**config.mk**
```make
export PLATFORM = sky130hd
export DESIGN_NAME = prf_freelist
export DESIGN_NICKNAME = d
export VERILOG_FILES = /design/src/rtl/prf_freelist.sv
export SDC_FILE = /design/constraint.sdc
export NUM_CORES = 2
export LEC_CHECK = 0
export BUFFER_PORTS_ARGS = -buffer_cell sky130_fd_sc_hd__clkbuf_2
export CORE_AREA = 2 2 503 355
export DETAILED_ROUTE_END_ITERATION = 10
export DIE_AREA = 0 0 505 357
export GPL_TIMING_DRIVEN = 0
export PLACE_DENSITY = 0.52
export SLEW_MARGIN = 20
export SYNTH_ARGS = -nofsm -noshare
export SYNTH_HDL_FRONTEND = slang
export SYNTH_SLANG_ARGS = --single-unit
```
**constraint.sdc**
```tcl
create_clock -name clk -period 7.55 [get_ports clk]
set_input_delay 1.51 -clock clk [delete_from_list [all_inputs] [get_ports clk]]
set_output_delay 1.51 -clock clk [all_outputs]
set_load 0.01 [all_outputs]
```
**src/rtl/prf_freelist.sv**
```systemverilog
// Free-list manager for the split ALU/MEM physical register file.
// Each bank holds a circular FIFO of free indices and a busy vector that flags double or bogus frees.
module prf_freelist #(
    parameter int LG_DEPTH   = 7,
    parameter int N_RESERVED = 32
) (
    input  logic                clk,
    input  logic                reset,
    input  logic                alloc_alu_req,
    output logic                alloc_alu_avail,
    output logic [LG_DEPTH-1:0] alloc_alu_ptr,
    input  logic                alloc_mem_req,
    output logic                alloc_mem_avail,
    output logic [LG_DEPTH-1:0] alloc_mem_ptr,
    input  logic                free0_valid,
    input  logic [LG_DEPTH-1:0] free0_ptr,
    input  logic                free1_valid,
    input  logic [LG_DEPTH-1:0] free1_ptr,
    output logic [LG_DEPTH-1:0] alu_free_cnt,
    output logic [LG_DEPTH-1:0] mem_free_cnt,
    output logic                err
);

    localparam int IW      = LG_DEPTH - 1;
    localparam int H_DEPTH = 1 << IW;

    typedef logic [IW-1:0]       idx_t;
    typedef logic [LG_DEPTH-1:0] cnt_t;

    // Index 0 is the ALU bank (pointer MSB 0), index 1 the MEM bank (pointer MSB 1).
    idx_t               r_fifo [2][H_DEPTH];
    idx_t               r_head [2];
    idx_t               r_tail [2];
    cnt_t               r_cnt  [2];
    logic [H_DEPTH-1:0] r_busy [2];
    logic               r_err;

    logic [1:0] w_req;
    logic [1:0] w_pop;
    logic [1:0] w_push0;
    logic [1:0] w_push1;
    logic [1:0] w_bank_err;
    idx_t       w_lo0;
    idx_t       w_lo1;

    assign w_req = {alloc_mem_req, alloc_alu_req};
    assign w_lo0 = free0_ptr[IW-1:0];
    assign w_lo1 = free1_ptr[IW-1:0];

    always_comb begin
        logic f0_hit;
        logic f1_hit;
        logic dup;
        cnt_t room;
        // NOTE: every combinational output gets a default before any branch, so no latch can be inferred.
        w_pop      = '0;
        w_push0    = '0;
        w_push1    = '0;
        w_bank_err = '0;
        f0_hit     = 1'b0;
        f1_hit     = 1'b0;
        dup        = 1'b0;
        room       = '0;
        for (int b = 0; b < 2; b++) begin
            f0_hit = free0_valid && (free0_ptr != '0) && (free0_ptr[LG_DEPTH-1] == b[0]);
            f1_hit = free1_valid && (free1_ptr != '0) && (free1_ptr[LG_DEPTH-1] == b[0]);
            dup    = f0_hit && f1_hit && (free0_ptr == free1_ptr);
            // Pop is judged on the count at cycle start; a same-cycle push never enables it.
            w_pop[b] = w_req[b] && (r_cnt[b] != '0);
            room     = cnt_t'(H_DEPTH) - r_cnt[b] + cnt_t'(w_pop[b]);
            w_push0[b] = f0_hit && r_busy[b][w_lo0] && (room != '0);
            w_push1[b] = f1_hit && !dup && r_busy[b][w_lo1] && (room > cnt_t'(w_push0[b]));
            w_bank_err[b] = (w_req[b] && !w_pop[b])
                          || (f0_hit && !w_push0[b])
                          || (f1_hit && !w_push1[b]);
        end
    end

    // NOTE: all sequential state uses non-blocking assignments so every read sees the pre-edge value.
    always_ff @(posedge clk) begin
        if (reset) begin
            for (int b = 0; b < 2; b++) begin
                r_head[b] <= '0;
                r_tail[b] <= idx_t'(H_DEPTH - N_RESERVED);
                r_cnt[b]  <= cnt_t'(H_DEPTH - N_RESERVED);
                // NOTE: the FIFO storage is reset on purpose; it must come up holding the initial free list.
                for (int i = 0; i < H_DEPTH; i++) begin
                    r_fifo[b][i] <= idx_t'(N_RESERVED + i);
                    r_busy[b][i] <= (i < N_RESERVED);
                end
            end
            r_err <= 1'b0;
        end else begin
            for (int b = 0; b < 2; b++) begin
                if (w_pop[b]) begin
                    r_head[b] <= r_head[b] + idx_t'(1);
                    r_busy[b][r_fifo[b][r_head[b]]] <= 1'b1;
                end
                if (w_push0[b]) begin
                    r_fifo[b][r_tail[b]] <= w_lo0;
                    r_busy[b][w_lo0]     <= 1'b0;
                end
                if (w_push1[b]) begin
                    r_fifo[b][r_tail[b] + idx_t'(w_push0[b])] <= w_lo1;
                    r_busy[b][w_lo1]                          <= 1'b0;
                end
                r_tail[b] <= r_tail[b] + idx_t'(w_push0[b]) + idx_t'(w_push1[b]);
                r_cnt[b]  <= r_cnt[b] - cnt_t'(w_pop[b]) + cnt_t'(w_push0[b]) + cnt_t'(w_push1[b]);
            end
            r_err <= r_err || (|w_bank_err);
        end
    end

    assign alloc_alu_avail = (r_cnt[0] != '0);
    assign alloc_alu_ptr   = {1'b0, r_fifo[0][r_head[0]]};
    assign alloc_mem_avail = (r_cnt[1] != '0);
    assign alloc_mem_ptr   = {1'b1, r_fifo[1][r_head[1]]};
    assign alu_free_cnt    = r_cnt[0];
    assign mem_free_cnt    = r_cnt[1];
    assign err             = r_err;

`ifdef PRF_FREELIST_STOP_ON_ERR
    // Halts simulation on the first protocol error when this macro is defined.
    always_ff @(posedge clk) begin
        if (!reset) begin
            assert (r_err || !(|w_bank_err)) else $stop;
        end
    end
`endif

endmodule
```
==> impl_metrics.toml <==
[clocking]
cts_hold_buffers = 0
clk_lat_worst_skew_ns = 0.79
htree_levels = 3
cts-root-buf = "clkbuf_16"
cts.sinks = 935
cts.path.max_buffers = 3
tritoncts_clock_tree = "done"
cts-buffers-inserted = 105
clkSlewWorstSetupHoldPaths_ns = 0.06

[worst_setup_path]
worst_r2r_path_depth = 24
setup.worst_path.start_class = "input port"
critPathSlowestCell = "clkdlybuf4s15_1"
worstPathCellList = "buf_4, buf_2, buf_2, mux4_2, nand2_1, a21oi_1, nor3_1, o21ai_2, and2_2, ha_1, nor2_1, o2111ai_1, a211oi_4, clkdlybuf4s15_1, buf_4, and3_1, buf_2, a22oi_1"
reg2reg_to = "r_fifo[0][242]"
timing.reg2reg.setup_slack_ns = 0.25
worstPathMaxFanout = 10
cpMostUsedCell = "buf_2"
worst_path_largest_cell_delay_ns = 0.94
criticalPathCategory = "input port to register"
wp_data_required_ns = 7.96
crit_path_dat_ns = 7.92
setup.worst_path.end_class = "register"
critical_path.reg2reg.startpoint = "r_cnt[0][4]"

[detailed_routing]
route.detailed.vias_per_inst = 6.32
drcViolationCount = 0
drt_pass1_iterations = 9
route.vias.total = 44501
wl_per_cell_um = 36.3
drt_iter0_markers = 8559
finalWirelength_um = 255000
route.antenna.remaining_nets = 0

[grt]
antenna_found_initial = 28
vias_in_the_first_global_route = 40202
grt_pass1_wl_um = 343000
groute.usage.overall = 0.273
grt_overflow = 0
grt_max_degree = 16

[yosys]
ys_warn_count = 0
synth_enable_flop_cells = 780
ys_async_sr_fraction = 0
postSynthCellCount = 4382
seq_area_frac_synth = 0.507
mapped_cell_area_um2 = 52400
postSynthRegisterBits = 935
yosys_most_used_dff = "edfxtp_1"
synth.avg_cell_area_um2 = 12.0
synthesis.nets = 4442
post_synth_num_cell_types = 101

[min_path]
hp-start = "r_busy[0][0]"
holdPathStages = 1
holdPathEnd = "r_busy[0][0]"
min-delay-path-class = "register to register"

[timing]
fmaxAchievable_mhz = 133
hold_viol_final = 0
slew_headroom = 0.0981
timing.clock.skew_ns = 0.0638
final_period_minus_worst_setup_slack_ns = 7.51
final_tns_setup_ns = 0
tightestPinTransition_ns = 1.34
setup-violations-final = 0
final_max_slew_viol_count = 0
period_share = 0.995
hold_slack_ns = 0.503

[placed_design]
globalplace.congestion = 1.06
io_buffers = 41
hpwl_detailed_um = 185000

[power]
vdd_drop_max_v = 0.000204
p_per_area_nw_per_um2 = 264
power_leakage_uw = 0.0204

[layout]
sequential_cell_area_um2 = 26500
final_core_utilization = 0.342
fillCellCount = 17587
layout.cells.most_common = "edfxtp_1"
synthToLayoutAreaGrowth_pct = 14.6
most-common-layout-cells = "edfxtp_1 (780), nand2_1 (420), mux2_2 (401), o21ai_0 (334), a21oi_1 (329)"
multi_input_comb_area_um2 = 23900
post_layout_net_count = 4640
post_route_cells_drive_above_1_share = 0.261

[floorplan]
area_of_the_die_um2 = 180000
placementRows = 129
fp.dieH_um = 357
die_width_um = 505
start_util = 0.298
num_io_pins = 51
core_region_area_um2 = 176000

[status]
status = "finished clean"

[run]
max_capacitance_violation_count = 0
power by group:
group          switching, µW  total, µW  internal [µW]
logic                   2920       4260           1330
clock network           2410       5470           3050
registers                168       6140           5970
total                   5500      15900          10400
area by class of cell:
type                            instances  share of cell area
Clock buffer                          143              0.0497
Timing Repair Buffer                   95              0.0117
Sequential cell                       935               0.442
Clock inverter                         55             0.00949
Tap cell                             2358              0.0492
Multi-Input combinational cell       2945               0.398
Buffer                                446              0.0367
Antenna cell                            9            0.000375
Inverter                               52             0.00325
per-stage QoR:
stage	setup WS [ns]	total power [µW]	std cells	area, µm²
floorplan	1.14	8440	4382	52400
global placement	-2.57	10200	6781	55500
detailed placement	-1.75	10200	6816	56100
CTS	0.00186	15600	7026	59800
global route	-0.0114	16100	7029	60000
finish	0.0374	15900	7038	60000
synthesized netlist by cell type, types with 47 or more instances:
cell	n	area, µm²
edfxtp_1	780	23400
nand2_1	421	1580
mux2_2	401	4520
o21ai_0	335	1680
a21oi_1	330	1650
clkbuf_1	260	976
mux4_2	211	4750
nor2_1	202	758
dfxtp_1	155	3100
mux2i_1	116	1160
buf_2	104	521
a22oi_1	94	706
and3_1	82	513
a221oi_1	81	709
o22ai_1	54	338
nand3_1	53	265
a211oi_1	49	368
inv_1	47	176
kinds of logic (layout without fill, tap and decap cells):
kind of cell,after synthesis,count (layout),synth area share
and+or+nand+nor,977,977,0.0885
AOI/OAI and AO/OA,1132,1132,0.136
muxes,741,741,0.205
buffers and inverters,502,791,0.0446
other,2,11,0.000143
adders and majority gates,40,40,0.0101
xor gates and xnor gates,53,53,0.00901
DFF,935,935,0.507
worst max-delay path, delay by kind of cell:
family	cells	cell delay, ns
AND/OR/NAND/NOR	5	1.31
multiplexers	1	0.28
adder cells (fa/ha/maj)	1	0.32
buffers and inverters	6	2.57
AO/OA/AOI/OAI	5	1.87
flip-flops by register name, indices dropped and copies added, names as in the netlist:
| signal | count |
|---|---|
| r_head | 12 |
| r_cnt | 14 |
| r_fifo | 768 |
| err | 1 |
| r_busy | 128 |
| r_tail | 12 |
how the worst max path moves through the flow:
stage / startpoint / to / slack, ns / cells past startpoint
floorplan: free0_ptr[0] / r_cnt[0][6] / 1.14 / 25
global placement: free0_ptr[0] / r_fifo[0][240] / -2.57 / 19
detailed placement: free0_ptr[0] / r_fifo[1][182] / -1.75 / 20
CTS: r_cnt[0][4] / r_fifo[1][182] / 0.002 / 27
global route: r_cnt[0][4] / r_fifo[1][95] / -0.01 / 25
finish: free0_ptr[2] / r_fifo[1][79] / 0.04 / 18
per-layer routing:
metal / vias up / global-route usage / part of all wire
met1: 22666 / 0.397 / 0.42
met2: 3916 / 0.345 / 0.37
met3: 533 / 0.136 / 0.18
li1: 17372 / - / -
met5: - / 0.00540 / 0.00089
met4: 14 / 0.0810 / 0.033
what timing repair did:
item	in CTS	in global routing
buffers inserted	12	6
pin swaps	5	4
resized for setup	30	24
cloned	0	0
setup endpoints to repair	738	926
Power figures use the tool's default switching activity.
